`config.mk`:
```
export PLATFORM = sky130hd
export DESIGN_NAME = regfile_mp_sb
export DESIGN_NICKNAME = d
export VERILOG_FILES = /design/src/rtl/regfile_mp_sb.sv
export SDC_FILE = /design/constraint.sdc
export NUM_CORES = 2
export LEC_CHECK = 0
export BUFFER_PORTS_ARGS = -buffer_cell sky130_fd_sc_hd__buf_2
export CELL_PAD_IN_SITES_DETAIL_PLACEMENT = 0
export CELL_PAD_IN_SITES_GLOBAL_PLACEMENT = 2
export CORE_ASPECT_RATIO = 0.9
export CORE_UTILIZATION = 30
export DETAILED_ROUTE_END_ITERATION = 8
export GPL_ROUTABILITY_DRIVEN = 0
export PLACE_DENSITY = 0.71
export SLEW_MARGIN = 25
export SYNTH_ARGS = -nofsm -noshare
export SYNTH_HDL_FRONTEND = slang
export SYNTH_SLANG_ARGS = --single-unit
```
`constraint.sdc`:
```
create_clock -name clk_i -period 78.7 [get_ports clk_i]
set_input_delay 15.74 -clock clk_i [delete_from_list [all_inputs] [get_ports clk_i]]
set_output_delay 15.74 -clock clk_i [all_outputs]
set_load 0.1 [all_outputs]
```
`src/rtl/regfile_mp_sb.sv`:
```
// rtl/regfile_mp_sb.sv - multi-port register file with write-first bypass and writeback scoreboard
module regfile_mp_sb #(
  parameter int DATA_WIDTH = 32,
  parameter int ADDR_WIDTH = 5,
  parameter int NUM_REGS   = 32,
  parameter int NUM_RD     = 2,
  parameter int NUM_WR     = 2
) (
  input  logic                         clk_i,
  input  logic                         rst_i,
  input  logic [NUM_RD*ADDR_WIDTH-1:0] rd_addr_i,
  output logic [NUM_RD*DATA_WIDTH-1:0] rd_data_o,
  output logic [NUM_RD-1:0]            rd_busy_o,
  input  logic [NUM_WR-1:0]            wr_en_i,
  input  logic [NUM_WR*ADDR_WIDTH-1:0] wr_addr_i,
  input  logic [NUM_WR*DATA_WIDTH-1:0] wr_data_i,
  input  logic                         iss_en_i,
  input  logic [ADDR_WIDTH-1:0]        iss_addr_i,
  input  logic                         flush_i
);

  logic [DATA_WIDTH-1:0] regs_q [NUM_REGS];
  logic [DATA_WIDTH-1:0] regs_d [NUM_REGS];
  logic [NUM_REGS-1:0]   busy_q;
  logic [NUM_REGS-1:0]   busy_d;
  logic [NUM_RD-1:0]     rd_in_range;

  // Next-state storage and scoreboard. Later ports overwrite earlier ones so the
  // highest-index writer wins; issue is applied after writeback so a same-cycle
  // issue leaves the register busy; flush overrides everything.
  always_comb begin
    regs_d = regs_q;
    busy_d = busy_q;
    for (int w = 0; w < NUM_WR; w++) begin
      if (wr_en_i[w]) begin
        for (int r = 1; r < NUM_REGS; r++) begin
          if (wr_addr_i[w*ADDR_WIDTH +: ADDR_WIDTH] == ADDR_WIDTH'(r)) begin
            regs_d[r] = wr_data_i[w*DATA_WIDTH +: DATA_WIDTH];
            busy_d[r] = 1'b0;
          end
        end
      end
    end
    if (iss_en_i) begin
      for (int r = 1; r < NUM_REGS; r++) begin
        if (iss_addr_i == ADDR_WIDTH'(r)) begin
          busy_d[r] = 1'b1;
        end
      end
    end
    if (flush_i) begin
      busy_d = '0;
    end
    regs_d[0] = '0;
    busy_d[0] = 1'b0;
  end

  // State registers, cleared asynchronously so no register ever holds X.
  always_ff @(posedge clk_i or posedge rst_i) begin
    if (rst_i) begin
      for (int r = 0; r < NUM_REGS; r++) begin
        regs_q[r] <= '0;
      end
      busy_q <= '0;
    end else begin
      for (int r = 0; r < NUM_REGS; r++) begin
        regs_q[r] <= regs_d[r];
      end
      busy_q <= busy_d;
    end
  end

  // Read ports: stored value, then write-first bypass from the highest matching
  // writer. Busy comes from the registered scoreboard only and is never bypassed.
  // Register 0 always holds zero, so the stored path covers x0 directly.
  always_comb begin
    rd_data_o   = '0;
    rd_busy_o   = '0;
    rd_in_range = '0;
    for (int p = 0; p < NUM_RD; p++) begin
      for (int r = 0; r < NUM_REGS; r++) begin
        if (rd_addr_i[p*ADDR_WIDTH +: ADDR_WIDTH] == ADDR_WIDTH'(r)) begin
          rd_data_o[p*DATA_WIDTH +: DATA_WIDTH] = regs_q[r];
          rd_busy_o[p]                          = busy_q[r];
          rd_in_range[p]                        = (r != 0);
        end
      end
      for (int w = 0; w < NUM_WR; w++) begin
        if (rd_in_range[p] && wr_en_i[w] &&
            (wr_addr_i[w*ADDR_WIDTH +: ADDR_WIDTH] == rd_addr_i[p*ADDR_WIDTH +: ADDR_WIDTH])) begin
          rd_data_o[p*DATA_WIDTH +: DATA_WIDTH] = wr_data_i[w*DATA_WIDTH +: DATA_WIDTH];
        end
      end
      if (rst_i) begin
        rd_data_o[p*DATA_WIDTH +: DATA_WIDTH] = '0;
        rd_busy_o[p]                          = 1'b0;
      end
    end
  end

endmodule

```
-- After elaboration in Yosys (flattened, before gate mapping)
Cells that the tools add are included.
- register bits after elaboration: 1023
- output and inout port bits: 66
- equal/unequal tests: 159
- multiplexer cells: 355
- reduce and logical (&&, ||, !) cells: 8
- operator list (kind ; number):
    2-to-1 mux 32 bit ; 131
    2-to-1 mux 992 bit ; 2
    == test 5 bit, second input constant ; 80
    2-to-1 mux 1 bit ; 219
    == test 5 x 4 -> 1 bit, second input constant ; 40
    == test 5 x 3 -> 1 bit, second input constant ; 20
    2-to-1 mux 31 bit ; 3
    == test 5 x 2 -> 1 bit, second input constant ; 10
    == test 5 x 1 -> 1 bit, second input constant ; 5
    == test 5 bit ; 4
    logical AND 1 bit ; 8

-- Depth between registers and ports, before layout
- depth in word-level cells: 37
- mapped depth: 13
- mapped depth without buffers: 7

-- Least setup slack after synthesis
OpenSTA, ideal clock, no wires.
- path type: input to output
- from: input rst_i
- to: output rd_data_o[2]
- data arrival time: 44654 ps
- required time: 62960 ps
- slack: 18306 ps
- stages on the path: 2
- cells stage by stage: clkinv_1 -> a311o_1
- cells in the longest elaborated chain, start to end: 1
- ends and longest elaborated chain (element ; line ; text):
    from (decl) ; 10 ; input logic rst_i,
    2-to-1 mux 32 bit ; 94 ; if (rst_i) begin
    to (decl) ; 12 ; output logic [NUM_RD*DATA_WIDTH-1:0] rd_data_o,
Every way passes these cells.

-- Final worst setup path
- from: input rd_addr_i[1]
- to: output rd_data_o[8]
- cells in the longest elaborated chain, start to end: 37
- elaborated cells on any way between the ends: 102
- ends and longest elaborated chain (element ; line ; text):
    from (decl) ; 11 ; input logic [NUM_RD*ADDR_WIDTH-1:0] rd_addr_i,
    == test 5 x 1 -> 1 bit ; 82 ; if (rd_addr_i[p*ADDR_WIDTH +: ADDR_WIDTH] == ADDR_WIDTH'(r)) begin
    2-to-1 mux 1 bit (31 in series) ; 82 ;
    logical AND 1 bit (2 in series) ; 89 ; if (rd_in_range[p] && wr_en_i[w] &&
    2-to-1 mux 32 bit ; 89 ;
    2-to-1 mux 32 bit (*) ; 89 ;
    2-to-1 mux 32 bit (*) ; 94 ;
Every way passes the cells marked *; elsewhere a longest branch is shown, timed or not.

==> impl_metrics.csv <==
group,metric,value,unit
route,wl,441.2,mm
power_and_ir_drop,p_total,0.001959,W
setup_path,endpoint_kind,"primary output",
power_and_ir_drop,p_per_area,24.68,nW/um^2
cts,clk_latency,0.78,ns
route,wl_per_cell,38.36,um
final_layout,nets,8300,
global_routing,grt_pass1_vias,71600,
placed_design,dpl.hpwl,301.6,mm
setup_path,crit_family,"compound AO/OA/AOI/OAI gates",
cts,numClockSinks,1023,
final_layout,syn_to_final_growth,10.89,%
die,core.rowCount,169,
global_routing,grt_usage,35.41,%
placed_design,port_buffers,160,
power_and_ir_drop,power.share.clock,31.9,%
status,outcome,"finished with violations",
logic_synthesis,synth_nets,8713,
setup_path,worstRegToRegCells,2,
die,start_util,30.28,%
setup_path,crit_path_max_incr_delay,1.01,ns
die,die_y,465.4,um
route,drcViolationCount,16,
setup_path,cp.arrival,21.34,ns
logic_synthesis,synth_edf_count,0,
status,violations,"design-rule violations",
timing,fmax,0.02697,GHz
run,drv_cap,0,
timing,slew_headroom,17.39,%
die,ioPinCount,161,
cts,root_buffer,"clkbuf_16",
timing,worst_slew_pin_slew,1.231,ns
power_and_ir_drop,switchingPower,0.0007627,W
route,via_per_inst,6.660,
timing,hold_violations,0,
power_and_ir_drop,ir_drop,0.01947,mV
final_layout,layout-drive-gt1-share,12.17,%
global_routing,grt_max_degree,154,
cts,clkTransAtPathRegs,0.06,ns
route,dr.pass1.iters,9,
timing,clock_skew,0,ns
timing,period_minus_slack,37.08,ns
timing,slew_viol_final,0,
logic_synthesis,synth_cell_type_count,95,
die,die-area,240600,sq um
timing,period_share,47.12,%
hold_path,holdCritPathClass,"flop to flop",
cts,cts_max_path_buffers,3,
cts,numCtsBuffers,120,
logic_synthesis,ys_warn_count,0,
die,placeableCoreArea,236400,sq um
setup_path,crit_path_max_fanout,66,
final_layout,fillerInstances,24780,
die,die_w,516.9,um
logic_synthesis,synth.avg_cell_area,8.306,sq um
route,ant_nets,0,
global_routing,grt_pass1_wl,600.9,mm
route,drt_iter0_markers,12890,
setup_path,path_depth,9,
cts,holdBufCountCts,0,
power_and_ir_drop,switching_share,38.94,%
setup_path,cp_slowest_cell,"nor2_2",
power_and_ir_drop,seqPwrFrac,43.2,%
cts,ctsResizeCount,0,
logic_synthesis,synth_cells,8618,
global_routing,antenna_found_initial,48,
timing,timing.hold.ws,0.5951,ns
global_routing,overflow,0,
setup_path,path_class,"input port to primary output",
power_and_ir_drop,p_comb_share,24.8,%
setup_path,crit_chain,"buf_8 -> nand2_1 -> buf_4 -> nor2_2 -> a221oi_1 -> a31oi_1 -> o21ai_0 -> a21oi_1 -> buf_2",
cts,post_cts_buffers,0,
logic_synthesis,yosysSeqAreaShare,35.76,%
logic_synthesis,synth_ff_type,"dfrtp_1",
cts,cts_tree,"built",
timing,setup-violations-final,0,
setup_path,cp_num_buf_inv,3,
route,vias,76590,
timing,setup_tns,0,ns
logic_synthesis,synth_area,71580,sq um
setup_path,required,62.96,ns
timing,rsz0062_at_grt,"false",
cts,htree_num_levels,3,
logic_synthesis,ys_ff_latch,1023,
logic_synthesis,async_reset_ff_share,100.0,%
hold_path,holdPathStages,2,
power_and_ir_drop,p_leak,32.59,nW
setup_path,startpoint_type,"input port",
power_and_ir_drop,intPower,0.001196,W
[final timing paths]
path | startpoint | endpoint | slack (ns)
worst min-delay path | regs_q[900] | regs_q[900] | 0.60
worst max-delay path | rd_addr_i[1] | rd_data_o[8] | 41.62
worst max register to register | regs_q[671] | regs_q[671] | 77.65
min in group asynchronous | rst_i | regs_q[186] | 15.31
max in group asynchronous | rst_i | regs_q[563] | 59.62
worst min register to register | regs_q[900] | regs_q[900] | 0.60
[worst register-to-register path: stages, from the launching register on]
cell and delay [ns]:
dfrtp_1 0.65, mux2i_1 0.14, a21oi_1 0.19
[sequential cells by signal, indices dropped and copies added (netlist names)]
| signal | cells |
|---|---|
| busy_q | 31 |
| regs_q | 992 |
[power groups by stage]
stage	clock (W)	combinational, W	sequential (W)
after floorplan	0	0.000328	0.000758
after global placement	0	0.000458	0.000838
after detailed placement	0	0.000467	0.000839
after CTS	0.000627	0.000468	0.000831
after global routing	0.000646	0.000511	0.000849
final	0.000626	0.000486	0.000847
[placed cells by master (no fill, tap or decap), types with 36 or more instances in the layout]
cell and instances:
a211oi_1 73, a21oi_1 1063, a221o_1 36, a221oi_1 129, a22oi_1 127, a31oi_1 48, buf_2 155, buf_4 325
clkbuf_16 122, dfrtp_1 1023, diode_2 36, inv_1 36, mux2_2 94, mux2i_1 1151, mux4_2 46, nand2_1 786
nand2b_1 41, nand3_1 68, nor2_1 913, nor3_1 75, o211ai_1 52, o21ai_0 882, o221ai_1 63, o22ai_1 186
[cell type report]
class,count,area (sq um),area share (%)
Multi-Input combinational cell,6527,41930,52.83
Sequential cell,1023,25600,32.25
Tap cell,3163,3958,4.986
Clock buffer,163,3477,4.381
Timing Repair Buffer,493,3421,4.310
Clock inverter,55,737.0,0.9285
Inverter,40,162.7,0.2049
Antenna cell,36,90.09,0.1135
[metrics by stage]
stage	area, sq um	instances	worst slack (ns)	utilization [%]
floorplan	71580	8618	18.31	-
global placement	74980	11240	42.07	31.72
detailed placement	75010	11240	42.09	31.73
CTS	79230	11460	42.07	33.51
global route	79300	11470	41.88	33.54
finish	79370	11500	41.62	33.58
[cell families (layout without fill, tap and decap cells)]
logic type | after synthesis | after routing | synth area share (%)
xor+xnor | 19 | 19 | 0.2325
other cells | 0 | 36 | 0
buf+inv | 1068 | 751 | 6.410
simple gates | 2213 | 2213 | 13.23
flops | 1023 | 1023 | 35.76
mux | 1291 | 1291 | 19.02
compound gates | 3004 | 3004 | 25.35
[cells in the mapped netlist (all sizes together), types with 14 or more instances]
| cell | n | area (sq um) |
|---|---|---|
| or3 | 32 | 200.2 |
| nand2b | 45 | 281.5 |
| and3 | 36 | 225.2 |
| mux2 | 94 | 1059 |
| o22a | 14 | 122.6 |
| inv | 39 | 146.4 |
| o221ai | 63 | 551.8 |
| nor2b | 43 | 269.0 |
| o211ai | 52 | 390.4 |
| o32ai | 14 | 122.6 |
| a31oi | 49 | 306.5 |
| o2bb2ai | 23 | 201.4 |
| a21oi | 1063 | 5320 |
| o21ai | 896 | 4484 |
| nand4 | 21 | 131.4 |
| nand3b | 19 | 146.4 |
| nor2 | 956 | 3608 |
| nor3 | 82 | 415.4 |
| clkbuf | 657 | 2485 |
| buf | 371 | 1953 |
| o21a | 17 | 127.6 |
| a22oi | 127 | 953.4 |
| a2111oi | 30 | 267.8 |
| dfrtp | 1023 | 25600 |
| a221o | 36 | 360.4 |
| o22ai | 186 | 1164 |
| nand3 | 68 | 340.3 |
| xnor2 | 15 | 131.4 |
| a221oi | 132 | 1169 |
| a211oi | 75 | 573.1 |
| a22o | 23 | 201.4 |
| mux2i | 1151 | 11520 |
| a311oi | 18 | 157.7 |
| a21o | 32 | 240.2 |
| o2111ai | 18 | 157.7 |
| nor4 | 16 | 106.4 |
| nand2 | 815 | 3067 |
| mux4 | 46 | 1036 |
[per-layer routing]
layer  vias to the layer above  routed length (um)  track usage, %
li1                      30560                   -               -
met1                     38270              173500           46.21
met2                      6189              181300           50.70
met3                      1551               54520           11.20
met4                        22               31730           21.13
met5                         -                 146          0.6949
(Power assumes the default switching activity.)
